--- src/rtl/wrapper_pkg.sv ---
// Shared constants for the UART compute wrapper: command bytes, packet length, FSM states.
package wrapper_pkg;

  localparam logic [7:0] CMD_MUL   = 8'h6d;  // 'm'
  localparam logic [7:0] CMD_MULH  = 8'h48;  // 'H'
  localparam logic [7:0] CMD_MULHU = 8'h68;  // 'h'
  localparam logic [7:0] CMD_DIV   = 8'h64;  // 'd'
  localparam logic [7:0] CMD_DIVU  = 8'h44;  // 'D'
  localparam logic [7:0] CMD_REM   = 8'h72;  // 'r'
  localparam logic [7:0] CMD_REMU  = 8'h4d;  // 'M'
  localparam logic [7:0] CMD_ADD   = 8'h61;  // 'a'
  localparam logic [7:0] CMD_SUB   = 8'h73;  // 's'

  localparam int PKT_LEN = 9;

  typedef enum logic [1:0] {
    ST_RX   = 2'd0,
    ST_EXEC = 2'd1,
    ST_TX   = 2'd2
  } state_t;

  function automatic logic is_div_cmd(input logic [7:0] cmd);
    return (cmd == CMD_DIV) || (cmd == CMD_DIVU) || (cmd == CMD_REM) || (cmd == CMD_REMU);
  endfunction

endpackage

--- src/rtl/wrapper_div_unit.sv ---
// div_unit: 32-iteration restoring unsigned divider; i_start loads operands, o_done pulses once.
module div_unit (
  input  logic        clk,
  input  logic        rst,
  input  logic        i_start,
  input  logic [31:0] i_dividend,
  input  logic [31:0] i_divisor,
  output logic        o_done,
  output logic [31:0] o_quot,
  output logic [31:0] o_rem
);

  logic [31:0] r_q;
  logic [31:0] r_r;
  logic [31:0] r_dvs;
  logic [4:0]  r_cnt;
  logic        r_run;
  logic        r_done;

  logic [32:0] w_sh;
  logic [32:0] w_diff;

  // Partial remainder stays below the divisor, so 33 bits hold the shifted value.
  assign w_sh   = {r_r, r_q[31]};
  assign w_diff = w_sh - {1'b0, r_dvs};

  always_ff @(posedge clk) begin
    if (rst) begin
      r_q    <= '0;
      r_r    <= '0;
      r_dvs  <= '0;
      r_cnt  <= '0;
      r_run  <= 1'b0;
      r_done <= 1'b0;
    end else begin
      r_done <= 1'b0;
      if (i_start) begin
        r_q   <= i_dividend;
        r_r   <= '0;
        r_dvs <= i_divisor;
        r_cnt <= 5'd31;
        r_run <= 1'b1;
      end else if (r_run) begin
        if (!w_diff[32]) begin
          r_r <= w_diff[31:0];
          r_q <= {r_q[30:0], 1'b1};
        end else begin
          r_r <= w_sh[31:0];
          r_q <= {r_q[30:0], 1'b0};
        end
        if (r_cnt == 5'd0) begin
          r_run  <= 1'b0;
          r_done <= 1'b1;
        end else begin
          r_cnt <= r_cnt - 5'd1;
        end
      end
    end
  end

  assign o_done = r_done;
  assign o_quot = r_q;
  assign o_rem  = r_r;

endmodule

--- src/rtl/wrapper.sv ---
// UART packet compute engine: 9-byte command packets in, 32-bit result out.
// Define UART_RESULT_TX_EN to stream the result back as 4 bytes, MSB first.
module wrapper
  import wrapper_pkg::*;
#(
  parameter int TIMEOUT_CYCLES = 0
) (
  input  logic        CLK,
  input  logic        RESET,
  input  logic [15:0] DIP,
  input  logic [2:0]  PB,
  input  logic [7:0]  UART_RX,
  input  logic        UART_RX_valid,
  output logic        UART_RX_ack,
  output logic [7:0]  UART_TX,
  output logic        UART_TX_valid,
  input  logic        UART_TX_ready,
  output logic [7:0]  LED_OUT,
  output logic [6:0]  LED_PC,
  output logic [31:0] SEVENSEGHEX,
  output logic        OLED_Write,
  output logic [6:0]  OLED_Col,
  output logic [5:0]  OLED_Row,
  output logic [23:0] OLED_Data,
  input  logic [31:0] ACCEL_Data,
  input  logic        ACCEL_DReady
);

  localparam logic [3:0] PKT_LEN_C = 4'(PKT_LEN);
`ifdef UART_RESULT_TX_EN
  localparam state_t ST_AFTER_EXEC = ST_TX;
`else
  localparam state_t ST_AFTER_EXEC = ST_RX;
`endif

  state_t      r_state;
  logic [3:0]  r_byte_cnt;
  logic [7:0]  r_cmd;
  logic [31:0] r_op1;
  logic [31:0] r_op2;
  logic [31:0] ComputeResult;
  logic        r_error;
  logic        r_ack;
  logic        r_div_run;
  logic [31:0] r_idle;
  logic [1:0]  r_tx_idx;

  logic        w_capture;
  logic        w_busy;
  logic [63:0] w_prod_ss;
  logic [63:0] w_prod_uu;
  logic [31:0] w_fast;
  logic        w_known;
  logic        w_use_div;
  logic        w_signed;
  logic [31:0] w_dvd;
  logic [31:0] w_dvs;
  logic [31:0] w_quot;
  logic [31:0] w_rem;
  logic        w_div_done;
  logic        w_div_start;
  logic [31:0] w_div_res;
  logic [31:0] w_q_fix;
  logic [31:0] w_r_fix;
  logic        w_unused;

  assign w_busy    = (r_state != ST_RX);
  assign w_capture = (r_state == ST_RX) && UART_RX_valid && !r_ack && (r_byte_cnt < PKT_LEN_C);

  assign w_prod_ss = {{32{r_op1[31]}}, r_op1} * {{32{r_op2[31]}}, r_op2};
  assign w_prod_uu = {32'b0, r_op1} * {32'b0, r_op2};

  always_comb begin
    w_fast  = '0;
    w_known = 1'b1;
    case (r_cmd)
      CMD_MUL:            w_fast = w_prod_uu[31:0];
      CMD_MULH:           w_fast = w_prod_ss[63:32];
      CMD_MULHU:          w_fast = w_prod_uu[63:32];
      CMD_ADD:            w_fast = r_op1 + r_op2;
      CMD_SUB:            w_fast = r_op1 - r_op2;
      CMD_DIV, CMD_DIVU:  w_fast = '1;
      CMD_REM, CMD_REMU:  w_fast = r_op1;
      default:            w_known = 1'b0;
    endcase
  end

  // Divide by zero never reaches the divider; the fast path supplies its fixed result.
  assign w_use_div   = is_div_cmd(r_cmd) && (r_op2 != 32'd0);
  assign w_signed    = (r_cmd == CMD_DIV) || (r_cmd == CMD_REM);
  assign w_dvd       = (w_signed && r_op1[31]) ? -r_op1 : r_op1;
  assign w_dvs       = (w_signed && r_op2[31]) ? -r_op2 : r_op2;
  assign w_div_start = (r_state == ST_EXEC) && w_use_div && !r_div_run;
  assign w_q_fix     = (w_signed && (r_op1[31] ^ r_op2[31])) ? -w_quot : w_quot;
  assign w_r_fix     = (w_signed && r_op1[31]) ? -w_rem : w_rem;
  assign w_div_res   = ((r_cmd == CMD_DIV) || (r_cmd == CMD_DIVU)) ? w_q_fix : w_r_fix;

  div_unit u_div (
    .clk        (CLK),
    .rst        (RESET),
    .i_start    (w_div_start),
    .i_dividend (w_dvd),
    .i_divisor  (w_dvs),
    .o_done     (w_div_done),
    .o_quot     (w_quot),
    .o_rem      (w_rem)
  );

  always_ff @(posedge CLK) begin
    if (RESET) begin
      r_state       <= ST_RX;
      r_byte_cnt    <= '0;
      r_cmd         <= '0;
      r_op1         <= '0;
      r_op2         <= '0;
      ComputeResult <= '0;
      r_error       <= 1'b0;
      r_ack         <= 1'b0;
      r_div_run     <= 1'b0;
      r_idle        <= '0;
      r_tx_idx      <= '0;
    end else begin
      case (r_state)
        ST_RX: begin
          if (w_capture) begin
            r_ack      <= 1'b1;
            r_byte_cnt <= r_byte_cnt + 4'd1;
            r_idle     <= 32'(TIMEOUT_CYCLES - 1);
            if (r_byte_cnt == 4'd0)
              r_cmd <= UART_RX;
            else if (r_byte_cnt < 4'd5)
              r_op1 <= {r_op1[23:0], UART_RX};
            else
              r_op2 <= {r_op2[23:0], UART_RX};
          end else begin
            // Execution waits for the last byte's handshake to close so ack is low while busy.
            if (r_ack && !UART_RX_valid) begin
              r_ack <= 1'b0;
              if (r_byte_cnt == PKT_LEN_C)
                r_state <= ST_EXEC;
            end
            if ((TIMEOUT_CYCLES > 0) && (r_byte_cnt != 4'd0) && (r_byte_cnt != PKT_LEN_C)) begin
              if (r_idle == 32'd0)
                r_byte_cnt <= '0;
              else
                r_idle <= r_idle - 32'd1;
            end
          end
        end
        ST_EXEC: begin
          r_ack <= 1'b0;
          if (w_use_div) begin
            if (!r_div_run) begin
              r_div_run <= 1'b1;
            end else if (w_div_done) begin
              ComputeResult <= w_div_res;
              r_error       <= 1'b0;
              r_div_run     <= 1'b0;
              r_byte_cnt    <= '0;
              r_tx_idx      <= '0;
              r_state       <= ST_AFTER_EXEC;
            end
          end else begin
            ComputeResult <= w_fast;
            r_error       <= !w_known;
            r_byte_cnt    <= '0;
            r_tx_idx      <= '0;
            r_state       <= ST_AFTER_EXEC;
          end
        end
        ST_TX: begin
          if (UART_TX_ready) begin
            r_tx_idx <= r_tx_idx + 2'd1;
            if (r_tx_idx == 2'd3)
              r_state <= ST_RX;
          end
        end
        default: r_state <= ST_RX;
      endcase
    end
  end

`ifdef UART_RESULT_TX_EN
  logic [7:0] w_tx_byte;
  always_comb begin
    w_tx_byte = '0;
    case (r_tx_idx)
      2'd0:    w_tx_byte = ComputeResult[31:24];
      2'd1:    w_tx_byte = ComputeResult[23:16];
      2'd2:    w_tx_byte = ComputeResult[15:8];
      default: w_tx_byte = ComputeResult[7:0];
    endcase
  end
  assign UART_TX_valid = (r_state == ST_TX);
  assign UART_TX       = (r_state == ST_TX) ? w_tx_byte : 8'h00;
`else
  assign UART_TX_valid = 1'b0;
  assign UART_TX       = 8'h00;
`endif

  assign UART_RX_ack = r_ack;
  assign LED_OUT     = {w_busy, r_error, 2'b00, r_byte_cnt};
  assign LED_PC      = r_cmd[6:0];
  assign SEVENSEGHEX = ComputeResult;
  assign OLED_Write  = 1'b0;
  assign OLED_Col    = '0;
  assign OLED_Row    = '0;
  assign OLED_Data   = '0;

  assign w_unused = ^{DIP, PB, ACCEL_Data, ACCEL_DReady, w_prod_ss[31:0]};

endmodule

--- config.mk ---
export PLATFORM = sky130hd
export DESIGN_NAME = wrapper
export DESIGN_NICKNAME = d
export VERILOG_FILES = /design/src/rtl/wrapper_pkg.sv /design/src/rtl/wrapper_div_unit.sv /design/src/rtl/wrapper.sv
export SDC_FILE = /design/constraint.sdc
export NUM_CORES = 2
export LEC_CHECK = 0
export BUFFER_PORTS_ARGS = -buffer_cell sky130_fd_sc_hd__buf_2
export CAP_MARGIN = 10
export CORE_AREA = 4 4 374 376
export DETAILED_ROUTE_END_ITERATION = 6
export DIE_AREA = 0 0 378 380
export PLACE_DENSITY = 0.73
export SYNTH_ARGS = -nofsm -noshare
export SYNTH_HDL_FRONTEND = slang
export SYNTH_SLANG_ARGS = --single-unit
--- constraint.sdc ---
create_clock -name CLK -period 23.4 [get_ports CLK]
set_clock_uncertainty 0.1 [all_clocks]
set_input_delay 3.51 -clock CLK [delete_from_list [all_inputs] [get_ports CLK]]
set_output_delay 3.51 -clock CLK [all_outputs]
set_load 0.01 [all_outputs]
==> metrics.yaml <==
critical_path:
  critPathArrivalTime_ns: 10.91
  cp_max_fo: 22
  critPathKind: "reg -> reg"
  crit_chain: "buf_4 > and2_1 > fa_1 > fa_1 > inv_1 > fa_1 > inv_1 > fa_1 > fa_1 > fa_1 > fa_1 > fa_1 > ha_1 > nand2_1 > nor3_1 > nand2_1 > nor4_1 > o21ai_0 > a21oi_1 > o21bai_1 > a311oi_1 > xor2_1 > a221oi_1 > a21oi_1"
  required_ns: 23.73
  cp-start-kind: "flip-flop"
  critPathMostFrequentCell: "fa_1"
  max_stage_delay_ns: 1.11
  crit_family: "adder cells"
  crit_buf_inv: 3
  endpoint_kind: "flip-flop"
  cp_slowest_cell: "dfxtp_1"
route:
  routed_via_density: 5.73
  route.antenna.remaining_nets: 0
  routed_wl_mm: 207
  wl_per_cell_um: 22.2
  drc_errors: 2
  dr.pass1.iters: 7
  vias: 53400
  first_iter_violations: 4701
cts:
  cts_hold_buffers: 0
  cts_buffers: 26
  cts_tree: "done"
  post_cts_buffers: 0
  h-tree-depth: 1
  clock-root-buffer: "clkbuf_16"
  clockBufferDepth: 3
  clkTransAtPathRegs_ns: 0.07
  cts_resized: 0
  clock_latency_ns: 0.59
  cts_sinks: 215
run_status:
  violations: "design-rule violations"
  status: "finished with violations"
yosys:
  synth_edf_count: 0
  synthFlopType: "dfxtp_1"
  ys_types: 91
  ys_async_sr_fraction_pct: 0
  ys_warn_count: 0
  synthTopCellsByArea: "fa_1 43%, inv_1 9.0%, ha_1 8.4%"
  synth_most_common_cell: "inv_1"
  netlist_instances: 7759
  yosys_register_bits: 215
  syn-cell-area_mm2: 0.0681
  avgSynthCellArea_um2: 8.77
  synth_top_area_cell: "fa_1"
  synth_top_cell_area_share_pct: 43.3
  synthTopCellsByCount: "1624 x inv_1, 1473 x fa_1, 825 x nand2_1, 549 x and2_1, 459 x ha_1"
  ys_seq_area_share_pct: 6.32
final_layout:
  nets: 9500
  instances_no_fill: 9321
  fill_cells: 12600
  drive_gt1_share_pct: 3.47
  final_area_mm2: 0.0704
  area_growth_pct: 3.48
timing:
  tns_ns: 0
  min_period_ns: 10.57
  worst_slew_pin_slew_ns: 1.33
  slew_violations: 0
  setup_viol: 0
  timing.fmax_mhz: 94.6
  finalHoldViolCount: 0
  worst_hold_slack_ns: 0.357
  fin_crit_sh_pct: 45.2
  rsz0062_at_grt: "no"
  slew_headroom_pct: 11.4
die:
  start_util_pct: 49.8
  chipWidth_um: 378
  die_y_um: 380
  fp.dieArea_mm2: 0.144
  rows: 136
  io_pins: 159
  coreArea_mm2: 0.137
power_and_ir_drop:
  p_leak_nw: 35.4
  p_per_area_mw_per_mm2: 12.9
  ir_drop_mv: 0.0499
global_routing:
  grt_pass1_vias: 56900
  grt_usage_pct: 29.3
  grt_max_degree: 91
  antenna_found_initial: 6
  grt_overflow_total: 0
  grt_pass1_wl_mm: 326
placed_design:
  hpwl_mm: 162
  place_inst: 9270
  io_buffer_count: 56
  place.gp.congestion: 0.994
  placed_area_mm2: 0.0696
run:
  max-cap-violations: 0
worst_hold_path:
  hold_class: "reg -> reg"
## kinds of logic (layout without fill, tap and decap cells)
| logic type | after synthesis | count (layout) | share of synthesized area [%] |
|---|---|---|---|
| adder cells (fa/ha/maj) | 1932 | 1932 | 51.8 |
| multiplexers | 111 | 111 | 1.64 |
| other | 1 | 52 | 0.00551 |
| XOR/XNOR | 285 | 285 | 3.67 |
| AND/OR/NAND/NOR | 2108 | 2108 | 15.1 |
| AO/OA/AOI/OAI | 995 | 995 | 9.50 |
| buffers and inverters | 2112 | 1829 | 12.0 |
| flip-flops | 215 | 215 | 6.32 |
## registers in the layout (all words and copies together) (netlist names), 4 cells and up
| register | cells |
|---|---|
| u_div.r_cnt | 5 |
| u_div.o_quot | 32 |
| r_op2 | 32 |
| r_cmd | 8 |
| u_div.o_rem | 32 |
| SEVENSEGHEX | 32 |
| r_op1 | 32 |
| r_byte_cnt | 4 |
| u_div.r_dvs | 32 |
## cell type report
| cell class | count | area, um2 | share of cell area (%) |
|---|---|---|---|
| Sequential cell | 215 | 4320 | 6.14 |
| Clock buffer | 35 | 734 | 1.04 |
| Multi-Input combinational cell | 5480 | 55800 | 79.3 |
| Timing Repair Buffer | 157 | 1040 | 1.48 |
| Inverter | 1624 | 6100 | 8.65 |
| Antenna cell | 3 | 7.51 | 0.0107 |
| Clock inverter | 13 | 145 | 0.206 |
| Tap cell | 1794 | 2240 | 3.19 |
## placed cells by master (no fill, tap or decap), types with 66 or more instances in the layout
master and instances:
a211oi_1 88, a21o_1 82, a21oi_1 288, and2_1 549
buf_4 101, dfxtp_1 201, fa_1 1473, ha_1 459
inv_1 1624, mux2i_1 109, nand2_1 825, nand3_1 69
nor2_1 310, nor3_1 66, o21ai_0 207, xnor2_1 174
xor2_1 110
## worst min-delay path: stages, from the launching register on
cell,delay (ns)
dfxtp_1,0.31
nand2_1,0.05
a21oi_1,0.05
## path summary, 6_finish.rpt
check	start	to	slack (ns)	depth (start not counted)
worst max-delay path	r_op2[14]	SEVENSEGHEX[22]	12.83	24
worst min-delay path	u_div.r_dvs[31]	u_div.r_dvs[31]	0.36	2
worst max register to register	r_op2[14]	SEVENSEGHEX[22]	12.83	24
worst min register to register	u_div.r_dvs[31]	u_div.r_dvs[31]	0.36	2
## per-stage QoR
step	power, mW	setup slack (ns)	util [%]
final	0.906	12.83	51.5
after global routing	0.931	12.64	51.5
after CTS	0.906	12.93	51.5
after detailed placement	0.478	13.01	50.8
after global placement	0.477	13.07	50.8
after floorplan	0.455	15.12	-
## routing by layer
| layer | track usage [%] | wire, um | vias to the layer above |
|---|---|---|---|
| li1 | - | - | 23300 |
| met1 | 37.5 | 79200 | 27200 |
| met2 | 48.1 | 97200 | 2364 |
| met3 | 5.20 | 17900 | 623 |
| met4 | 13.9 | 12300 | 4 |
| met5 | 0 | 25 | - |
## report_power, final
group	internal, mW	leakage [nW]	switching (mW)
sequential	0.368	1.74	0.00449
combinational	0.0312	33.2	0.0707
clock	0.244	0.426	0.188
total	0.643	35.4	0.263
Note: power is estimated with default switching activity, not from simulation.
